[src/rtl/polyph_filter_mc_pkg.sv]
// Shared types and width helpers for the multi-channel polyphase filter.
package polyph_pkg;

    typedef enum logic [0:0] {
        IDLE = 1'b0,
        RUN  = 1'b1
    } state_t;

    // Accumulator width: coefficient width, growth over NBAUD taps, plus one
    // bit so that negating the most negative coefficient cannot wrap.
    function automatic int nbt_add(input int nbt_coef, input int nbaud);
        return nbt_coef + $clog2(nbaud) + 32'sd1;
    endfunction

    // Number of fractional LSBs discarded when going to the output format.
    function automatic int nb_drop(input int nbf_in, input int nbf_out);
        return nbf_in - nbf_out;
    endfunction

    // Largest positive value representable in an nbt-bit signed word.
    function automatic int sat_max(input int nbt);
        return (32'sd1 <<< (nbt - 32'sd1)) - 32'sd1;
    endfunction

    // Most negative value representable in an nbt-bit signed word.
    function automatic int sat_min(input int nbt);
        return -(32'sd1 <<< (nbt - 32'sd1));
    endfunction

endpackage

[src/rtl/polyph_sat_trunc.sv]
// Combinational truncate-and-saturate from the accumulator to the output format.
module polyph_sat_trunc
    import polyph_pkg::*;
#(
    parameter int NBT_IN  = 11,
    parameter int NBF_IN  = 7,
    parameter int NBT_OUT = 8,
    parameter int NBF_OUT = 7
) (
    input  logic signed [NBT_IN-1:0]  acc,
    output logic signed [NBT_OUT-1:0] sample
);

    localparam int NB_DROP = nb_drop(NBF_IN, NBF_OUT);
    localparam logic signed [NBT_IN-1:0] MAX_V = NBT_IN'(sat_max(NBT_OUT));
    localparam logic signed [NBT_IN-1:0] MIN_V = NBT_IN'(sat_min(NBT_OUT));

    logic signed [NBT_IN-1:0] trunc_s;

    // Drop fractional LSBs (floor), then clamp into the signed output range.
    always_comb begin
        trunc_s = acc >>> NB_DROP;
        if (trunc_s > MAX_V) begin
            sample = MAX_V[NBT_OUT-1:0];
        end else if (trunc_s < MIN_V) begin
            sample = MIN_V[NBT_OUT-1:0];
        end else begin
            sample = trunc_s[NBT_OUT-1:0];
        end
    end

endmodule

[src/rtl/polyph_filter_mc.sv]
// Multi-channel polyphase transmit pulse-shaping filter: one antipodal symbol
// per channel per baud in, OS output phases per symbol out, one sample/clock.
module polyph_filter_mc
    import polyph_pkg::*;
#(
    parameter int NCH      = 2,
    parameter int NBAUD    = 6,
    parameter int OS       = 4,
    parameter int NBT_COEF = 8,
    parameter int NBF_COEF = 7,
    parameter int NBT_OUT  = 8,
    parameter int NBF_OUT  = 7,
    parameter     COEF_FILE = ""
) (
    input  logic                              clk,
    input  logic                              i_reset,
    input  logic [NCH-1:0]                    i_data,
    input  logic                              i_valid,
    output logic                              o_ready,
    input  logic                              i_coef_we,
    input  logic [$clog2(NBAUD*OS)-1:0]       i_coef_addr,
    input  logic signed [NBT_COEF-1:0]        i_coef_data,
    output logic [NCH*NBT_OUT-1:0]            o_data,
    output logic                              o_valid,
    output logic [$clog2(OS)-1:0]             o_phase
);

    localparam int NCOEF     = NBAUD * OS;
    localparam int AW        = $clog2(NCOEF);
    localparam int PW        = $clog2(OS);
    localparam int NBT_ADD_W = nbt_add(NBT_COEF, NBAUD);
    localparam logic [PW-1:0] LAST_PH  = PW'(OS - 1);
    localparam logic [AW:0]   ADDR_LIM = (AW + 1)'(NCOEF);

    state_t                         state_r, state_nx_s;
    logic [PW-1:0]                  phase_r, phase_nx_s;
    logic                           ready_r;
    logic                           accept_s;
    logic [NBAUD-1:0]               sr_r    [NCH];
    logic signed [NBT_COEF-1:0]     coef_r  [NCOEF];
    logic signed [NBT_ADD_W-1:0]    sum_s   [NCH];
    logic signed [NBT_ADD_W-1:0]    term_s;
    logic signed [NBT_OUT-1:0]      sat_s   [NCH];
    logic                           coef_addr_ok_s;

    assign accept_s       = i_valid && ready_r;
    assign o_ready        = ready_r;
    assign coef_addr_ok_s = ({1'b0, i_coef_addr} < ADDR_LIM);

    // Next-state and next-phase logic of the IDLE/RUN sequencer.
    always_comb begin
        state_nx_s = state_r;
        phase_nx_s = phase_r;
        case (state_r)
            IDLE: begin
                phase_nx_s = '0;
                if (accept_s) begin
                    state_nx_s = RUN;
                end else begin
                    state_nx_s = IDLE;
                end
            end
            RUN: begin
                if (phase_r != LAST_PH) begin
                    phase_nx_s = phase_r + 1'b1;
                    state_nx_s = RUN;
                end else if (accept_s) begin
                    phase_nx_s = '0;
                    state_nx_s = RUN;
                end else begin
                    phase_nx_s = '0;
                    state_nx_s = IDLE;
                end
            end
            default: begin
                phase_nx_s = '0;
                state_nx_s = IDLE;
            end
        endcase
    end

    // Sequencer registers; ready is registered from the next state so it is glitch-free.
    always_ff @(posedge clk or posedge i_reset) begin
        if (i_reset) begin
            state_r <= IDLE;
            phase_r <= '0;
            ready_r <= 1'b1;
        end else begin
            state_r <= state_nx_s;
            phase_r <= phase_nx_s;
            ready_r <= (state_nx_s == IDLE) || (phase_nx_s == LAST_PH);
        end
    end

    // Per-channel symbol history: new bit enters tap 0, oldest bit falls off.
    always_ff @(posedge clk or posedge i_reset) begin
        if (i_reset) begin
            for (int c = 0; c < NCH; c++) begin
                sr_r[c] <= '0;
            end
        end else if (accept_s) begin
            for (int c = 0; c < NCH; c++) begin
                sr_r[c] <= {sr_r[c][NBAUD-2:0], i_data[c]};
            end
        end else begin
            for (int c = 0; c < NCH; c++) begin
                sr_r[c] <= sr_r[c];
            end
        end
    end

    // Runtime coefficient writes; out-of-range addresses are dropped, contents survive reset.
    always_ff @(posedge clk) begin
        if (i_coef_we && coef_addr_ok_s) begin
            coef_r[i_coef_addr] <= i_coef_data;
        end
    end

    // Polyphase branch sum: add or subtract each tap's coefficient for the current phase.
    always_comb begin
        term_s = '0;
        for (int c = 0; c < NCH; c++) begin
            sum_s[c] = '0;
            for (int k = 0; k < NBAUD; k++) begin
                term_s = NBT_ADD_W'(coef_r[AW'(k * OS) + AW'(phase_r)]);
                if (sr_r[c][k]) begin
                    sum_s[c] = sum_s[c] - term_s;
                end else begin
                    sum_s[c] = sum_s[c] + term_s;
                end
            end
        end
    end

    for (genvar c = 0; c < NCH; c++) begin : g_sat
        polyph_sat_trunc #(
            .NBT_IN  (NBT_ADD_W),
            .NBF_IN  (NBF_COEF),
            .NBT_OUT (NBT_OUT),
            .NBF_OUT (NBF_OUT)
        ) u_sat (
            .acc    (sum_s[c]),
            .sample (sat_s[c])
        );
    end

    // Output register: capture a sample for every RUN cycle, hold data while idle.
    always_ff @(posedge clk or posedge i_reset) begin
        if (i_reset) begin
            o_data  <= '0;
            o_valid <= 1'b0;
            o_phase <= '0;
        end else if (state_r == RUN) begin
            for (int c = 0; c < NCH; c++) begin
                o_data[c*NBT_OUT +: NBT_OUT] <= sat_s[c];
            end
            o_valid <= 1'b1;
            o_phase <= phase_r;
        end else begin
            o_valid <= 1'b0;
        end
    end

endmodule
[config.mk]
export PLATFORM = sky130hd
export DESIGN_NAME = polyph_filter_mc
export DESIGN_NICKNAME = d
export VERILOG_FILES = /design/src/rtl/polyph_filter_mc_pkg.sv /design/src/rtl/polyph_sat_trunc.sv /design/src/rtl/polyph_filter_mc.sv
export SDC_FILE = /design/constraint.sdc
export NUM_CORES = 1
export LEC_CHECK = 0
export CAP_MARGIN = 20
export CORE_ASPECT_RATIO = 0.9
export CORE_UTILIZATION = 60
export DETAILED_ROUTE_END_ITERATION = 16
export PLACE_DENSITY = 0.87
export SYNTH_ARGS = -nofsm -noshare
export SYNTH_HDL_FRONTEND = slang
export SYNTH_SLANG_ARGS = --single-unit
[constraint.sdc]
create_clock -name clk -period 15.4 [get_ports clk]
set_clock_uncertainty 0.15 [all_clocks]
set_input_delay 2.31 -clock clk [delete_from_list [all_inputs] [get_ports clk]]
set_output_delay 2.31 -clock clk [all_outputs]
set_load 0.005 [all_outputs]
After elaboration in Yosys (flattened, before gate mapping)
Memory sizes are Yosys's and may differ from the RTL's.
Index checks and enable logic that the tools add are counted.
{"block": "word_totals", "out_inout_bits": 20, "elab_cells": 72, "ram_bits": 192, "in_bits": 19, "ff_bits": 35, "mem_count": 1}
{"block": "classes", "magnitude_cmp": 5, "reduce_logical": 3, "n_eq_ne": 2, "mux": 24, "n_bitwise": 2, "add_sub_neg": 27}
{"memory": "coef_r", "depth": 24, "word_bits": 8, "rd": 6, "rd_ports_with_merged_regs": 0, "write_ports": 1, "line": "polyph_filter_mc.sv:40", "rtl": "logic signed [NBT_COEF-1:0] coef_r [NCOEF];"}
{"operator": "12-bit 2-to-1 mux", "n": 12}
{"operator": "12-bit by 8-bit adder with 12-bit output", "n": 10}
{"operator": "12-bit by 8-bit subtractor with 12-bit output", "n": 10}
{"operator": "8-bit 2-to-1 mux", "n": 4}
{"operator": "12-bit by 8-bit greater-than comparator with 1-bit output (second input constant)", "n": 2}
{"operator": "12-bit by 8-bit < comparator with 1-bit output (second input constant)", "n": 2}
{"operator": "4-bit by 2-bit adder with 5-bit output (first input constant)", "n": 2}
{"operator": "5-bit by 2-bit adder with 5-bit output (first input constant)", "n": 2}
{"operator": "1-bit by 8-bit subtractor with 9-bit output (first input constant)", "n": 1}
{"operator": "5-bit < comparator (second input constant)", "n": 1}
{"operator": "1-bit 2-to-1 mux", "n": 5}
{"operator": "3-bit by 2-bit adder with 4-bit output (first input constant)", "n": 1}
{"operator": "2-bit one-hot mux with 2 select lines", "n": 1}
{"operator": "2-bit by 1-bit adder with 2-bit output (second input constant)", "n": 1}
{"operator": "2-bit == test (second input constant)", "n": 1}
{"operator": "1-bit logical AND", "n": 2}
{"operator": "2-bit 2-to-1 mux", "n": 1}
{"operator": "2-bit inequality test (second input constant)", "n": 1}
{"operator": "1-bit NOT", "n": 2}
{"operator": "1-bit one-hot mux with 2 select lines", "n": 1}
{"operator": "1-bit logical OR", "n": 1}

Depth between registers and ports, before layout
An unclocked memory read counts as a cell.
{"block": "depth", "ltp_word": 16, "ltp_mapped": 42, "mapped_depth_nobuf": 37}

Hierarchy
From an unflattened synthesis, not the netlist that was laid out.
{"block": "unflattened", "hier_cells": 1297, "area_unflattened_um2": 15133.3}
{"mod": "polyph_filter_mc", "n_inst": 1, "cells_per_inst": 1239, "area_per_inst_um2": 14712.9, "seq_area_each_um2": 6642.6}
{"mod": "polyph_sat_trunc", "n_inst": 2, "cells_per_inst": 29, "area_per_inst_um2": 210.2, "seq_area_each_um2": 0.0}

Worst setup path before layout
Ideal clock, no wire load.
{"block": "synth_timing", "path_kind": "flip-flop to flip-flop", "from": "reg phase_r[0]", "to": "reg o_data[2]", "setup_time_ps": 73, "period_less_slack_ps": 7962, "required_time_ps": 15177, "slack_ps": 7438, "path_buffers": 6, "stages_incl_launch_ff": 39, "arrival_ps": 7739, "path_cell_list": "dfrtp_1 -> buf_6 -> buf_8 -> buf_6 -> buf_6 -> buf_2 -> mux4_2 -> inv_1 -> ha_1 -> nand2_1 -> o21ai_0 -> ha_1 -> nor2b_1 -> o21a_1 -> nor3_1 -> nor2_1 -> ha_1 -> inv_1 -> (+3 left out) -> o21ai_0 -> nand2b_1 -> a21o_1 -> a21o_1 -> xor2_1 -> ha_1 -> or4_1 -> o21a_1 -> xor2_1 -> ha_1 -> clkbuf_1 -> o41ai_1 -> o21ai_0 -> xnor2_1 -> xnor3_1 -> o21bai_4 -> and2_4 -> a21oi_2"}
{"block": "synth_via", "elab_chain_cells": 16, "elab_cells_between_ends": 27, "cone_classes": "16 x add/sub; 2 x order compare; 8 x mux; 1 x memory"}
{"element": "start, declared", "line": "polyph_filter_mc.sv:36", "rtl": "logic [PW-1:0] phase_r, phase_nx_s;"}
{"element": "start signal, assigned", "line": "polyph_filter_mc.sv:90", "rtl": "phase_r <= phase_nx_s;"}
{"element": "memory 24 x 8 bit (*)"}
{"element": "1-bit by 8-bit subtractor with 9-bit output", "line": "polyph_filter_mc.sv:127", "rtl": "sum_s[c] = sum_s[c] - term_s;"}
{"element": "12-bit 2-to-1 mux", "line": "polyph_filter_mc.sv:126", "rtl": "if (sr_r[c][k]) begin"}
{"element": "12-bit by 8-bit adder with 12-bit output / 12-bit by 8-bit subtractor with 12-bit output (equally long branches)", "line": "polyph_filter_mc.sv:129, polyph_filter_mc.sv:127"}
{"element": "12-bit 2-to-1 mux", "line": "polyph_filter_mc.sv:126"}
{"element": "12-bit by 8-bit adder with 12-bit output / 12-bit by 8-bit subtractor with 12-bit output (equally long branches)", "line": "polyph_filter_mc.sv:129, polyph_filter_mc.sv:127"}
{"element": "12-bit 2-to-1 mux", "line": "polyph_filter_mc.sv:126"}
{"element": "12-bit by 8-bit adder with 12-bit output / 12-bit by 8-bit subtractor with 12-bit output (equally long branches)", "line": "polyph_filter_mc.sv:129, polyph_filter_mc.sv:127"}
{"element": "12-bit 2-to-1 mux", "line": "polyph_filter_mc.sv:126"}
{"element": "12-bit by 8-bit adder with 12-bit output / 12-bit by 8-bit subtractor with 12-bit output (equally long branches)", "line": "polyph_filter_mc.sv:129, polyph_filter_mc.sv:127"}
{"element": "12-bit 2-to-1 mux", "line": "polyph_filter_mc.sv:126"}
{"element": "12-bit by 8-bit adder with 12-bit output / 12-bit by 8-bit subtractor with 12-bit output (equally long branches)", "line": "polyph_filter_mc.sv:129, polyph_filter_mc.sv:127"}
{"element": "12-bit 2-to-1 mux (*)", "line": "polyph_filter_mc.sv:126"}
{"element": "12-bit by 8-bit < comparator with 1-bit output", "line": "polyph_sat_trunc.sv:25", "rtl": "end else if (trunc_s < MIN_V) begin"}
{"element": "8-bit 2-to-1 mux", "line": "polyph_sat_trunc.sv:25"}
{"element": "8-bit 2-to-1 mux (*)", "line": "polyph_sat_trunc.sv:23", "rtl": "if (trunc_s > MAX_V) begin"}
{"element": "end signal, assigned by index", "line": "polyph_filter_mc.sv:155", "rtl": "o_data[c*NBT_OUT +: NBT_OUT] <= sat_s[c];"}
{"element": "end, declared", "line": "polyph_filter_mc.sv:23", "rtl": "output logic [NCH*NBT_OUT-1:0] o_data,"}
Mark *: on every way between the ends. The rest lies on a longest branch, timed or not.
A chain may end at the register's enable or synchronous reset.

Worst setup path in the final report
{"block": "layout_timing", "from": "reg phase_r[0]", "to": "reg o_data[5]"}
The elaborated chain is that of the path after synthesis.

==> run_results.csv <==
group,metric,value,unit
clocking,numCtsBuffers,24,
yosys,yosys.area_share.simple,11.5,%
die,die_w,168,um
yosys,async_flop_share,15.4,%
yosys,yosysTopAreaCell,"edfxtp_1",
clocking,cts-hold-fix-buffers,0,
placed_design,dp_hpwl,23.4,mm
global_routing,track_usage,27.2,%
worst_setup_path,cp_common_cell,"ha_1",
sta,fin_crit,8.72,ns
worst_setup_path,r2r_slack,6.68,ns
detailed_routing,num_vias,9941,
yosys,synth_seq_cells,227,
worst_hold_path,hp-class,"reg -> reg",
sta,period_share,56.6,%
global_routing,grt_pass1_vias,9965,
die,row_count,54,
sta,rsz0062_at_grt,"false",
detailed_routing,drt-total-wl,33.6,mm
detailed_routing,drc,0,
yosys,synth_nets,1404,
yosys,synth_compound_area_share,10.7,%
run_status,status,"finished clean",
yosys,synth_adder_area_share,10.8,%
clocking,cts.sinks,227,
sta,drv_slew,0,
worst_setup_path,worstPathRequired,15.69,ns
worst_hold_path,hold_path_end,"o_data[8]",
clocking,worstSkewPairLatency,0.53,ns
worst_setup_path,path_max_fanout,39,
worst_setup_path,r2r_start,"phase_r[0]",
clocking,h-tree-depth,1,
clocking,post_cts_resized,0,
global_routing,grt_first_pass_wirelength,52.6,mm
detailed_routing,drt.antenna.violating_nets,0,
finish,fill_cells,1695,
finish,drive_gt1_share,9.88,%
detailed_routing,vias_per_cell,6.12,
sta,relSlewSlack,31.5,%
worst_setup_path,critical_path.slowest_cell,"o41ai_1",
job,max-cap-violations,0,
global_routing,grt_max_degree,56,
clocking,cts-root-buf,"clkbuf_16",
die,num_io_pins,39,
yosys,synth_xor_area_share,9.86,%
sta,final-setup-viol-count,0,
yosys,ys_types,78,
worst_setup_path,cp-end-kind,"register",
sta,hold_viol,0,
placed_design,port_buffers,38,
sta,final.setup.tns,0,ns
die,core,24300,um^2
die,fp.dieArea,25400,um^2
placed_design,place_congestion,0.926,
yosys,yosys-top-cells-area,"edfxtp_1 (39%), ha_1 (9.4%), xnor2_1 (7.3%)",
clocking,cts_setup_buffers,0,
clocking,clk_path_buf_depth,3,
yosys,synth_top_family_by_area,"simple AND/OR/NAND/NOR gates",
worst_setup_path,reg2reg_depth,30,
worst_hold_path,holdPathStages,1,
detailed_routing,wl_per_cell,20.7,um
detailed_routing,first_pass_iters,4,
yosys,ys_seq_area_share,44.7,%
global_routing,antenna_found_initial,1,
worst_hold_path,hp-start,"o_data[8]",
worst_setup_path,slowest_delay,0.78,ns
global_routing,overflow,0,
yosys,yosysTopAreaCellShare,38.8,%
detailed_routing,drtIter0Drc,698,
sta,max_freq,0.115,GHz
clocking,cts_tree,"built",
finish,antennaDiodeCount,0,
worst_setup_path,rr_endpoint,"o_data[5]",
finish,fin_nets,1439,
yosys,synth_edf_count,192,
yosys,synth_mux_area_share,9.69,%
die,die-height,151,um
worst_setup_path,path_class,"reg -> reg",
yosys,syn_area_per_cell,11.8,um^2
sta,worstMarginPinSlew,1.02,ns
yosys,ys_warn_count,0,
finish,syn_to_final_growth,9.20,%
worst_setup_path,cp-start-kind,"register",
yosys,syn-instance-count,1263,
yosys,syn_area,14900,um^2
die,initial_core_util,61.3,%
clocking,path_clk_slew,0.06,ns
yosys,ys.flop_type,"edfxtp_1",
worst_setup_path,arrival,9.01,ns
critical path, delay by kind of cell (launching register included):
family	cells	cell delay, ns
compound gates	9	2.35
simple gates	8	1.53
mux	1	0.68
xor+xnor	5	1.07
buf+inv	2	0.70
fa+ha+maj	5	1.45
flops	1	0.66
synth_stat cells (6+ instances only):
| cell type | instances |
|---|---|
| a31oi_1 | 13 |
| or3_1 | 8 |
| nor2_1 | 157 |
| nor2b_1 | 27 |
| a21boi_0 | 7 |
| buf_2 | 6 |
| dfrtp_1 | 34 |
| inv_1 | 54 |
| xor2_1 | 33 |
| xnor2_1 | 124 |
| mux4_1 | 15 |
| nand3_1 | 7 |
| o21ai_0 | 50 |
| mux4_2 | 32 |
| o31a_1 | 9 |
| ha_1 | 112 |
| clkbuf_1 | 14 |
| mux2_2 | 28 |
| o21ai_1 | 7 |
| nor3_1 | 21 |
| a21oi_1 | 49 |
| nand2_1 | 54 |
| nor3b_1 | 7 |
| nand2b_1 | 33 |
| edfxtp_1 | 192 |
| fa_1 | 10 |
| o21a_1 | 31 |
| a21o_1 | 37 |
cell usage in the layout, fill, tap and decap left out, types with 4 or more instances in the layout:
cell type	Yosys	final
inv_1	54	54
nand3_1	7	7
mux4_1	15	15
ha_1	112	112
clkinv_1	0	6
o21ai_0	50	50
clkdlybuf4s50_1	0	38
xnor2_1	124	124
o21ai_1	7	7
a21o_1	37	37
dfrtp_1	34	32
or2_2	4	4
nor3_1	21	21
nand2b_1	33	33
a31oi_1	13	13
nor2b_1	27	27
nand2_1	54	54
a21oi_1	49	49
edfxtp_1	192	192
and2_1	5	5
and3_1	5	5
o31a_1	9	9
a21oi_2	5	5
nor2_1	157	157
clkbuf_16	0	25
a21boi_0	7	7
mux2_2	28	28
nor3b_1	7	7
o21a_1	31	31
mux4_2	32	32
fa_1	10	10
or3_1	8	8
xor2_1	33	33
sequential cells by signal (all words and copies together) (netlist names):
register / count
state_r: 1
o_valid: 1
o_data: 16
phase_r: 2
o_ready: 1
sr_r: 12
coef_r: 192
o_phase: 2
cells by family (layout without fill, tap and decap cells):
family                     Yosys count  count (layout)
adders and majority gates          122             122
DFF                                227             227
and+or+nand+nor                    350             350
buffers and inverters               86             139
AOI/OAI and AO/OA                  241             241
xor gates and xnor gates           161             161
muxes                               76              76
layout make-up:
type / instances / area (um^2) / share of cell area, %
clock inverters: 16 / 144 / 0.886
repair buffers: 41 / 403 / 2.48
multi-input cells: 950 / 7820 / 48.2
clock buffers: 28 / 637 / 3.92
flip-flops and latches: 227 / 6650 / 40.9
well taps: 308 / 385 / 2.37
inverters: 54 / 203 / 1.25
worst max-delay path by stage:
stage               startpoint         to  slack (ns)  cells past startpoint
global placement    phase_r[0]  o_data[2]        7.09                     30
finish              phase_r[0]  o_data[5]        6.68                     30
detailed placement  phase_r[0]  o_data[5]        6.85                     30
floorplan           phase_r[0]  o_data[2]        7.44                     38
CTS                 phase_r[0]  o_data[5]        6.74                     30
global route        phase_r[0]  o_data[5]        5.94                     30
metal layers:
layer  global-route usage, %  up-vias  wire length [um]
li1                        -     4705                 -
met1                    36.1     4850             14700
met2                    45.9      327             16100
met3                    3.97       59              1880
met4                    9.77        0               880
met5                       0        -                 0
metrics by stage:
step                      utilization (%)  setup slack, ns  area (um^2)  hold slack [ns]  instances
final                                66.9             6.68        16200            0.355       1624
after global routing                 66.9             5.94        16200            0.382       1624
after CTS                            66.9             6.74        16200            0.350       1624
after detailed placement             63.7             6.85        15500            0.332       1580
after global placement               63.7             7.09        15500            0.333       1580
after floorplan                         -             7.44        14900            0.205       1263
Power is not shown: default switching activity piles up to over one toggle a cycle in this logic, so the estimate is an artifact.
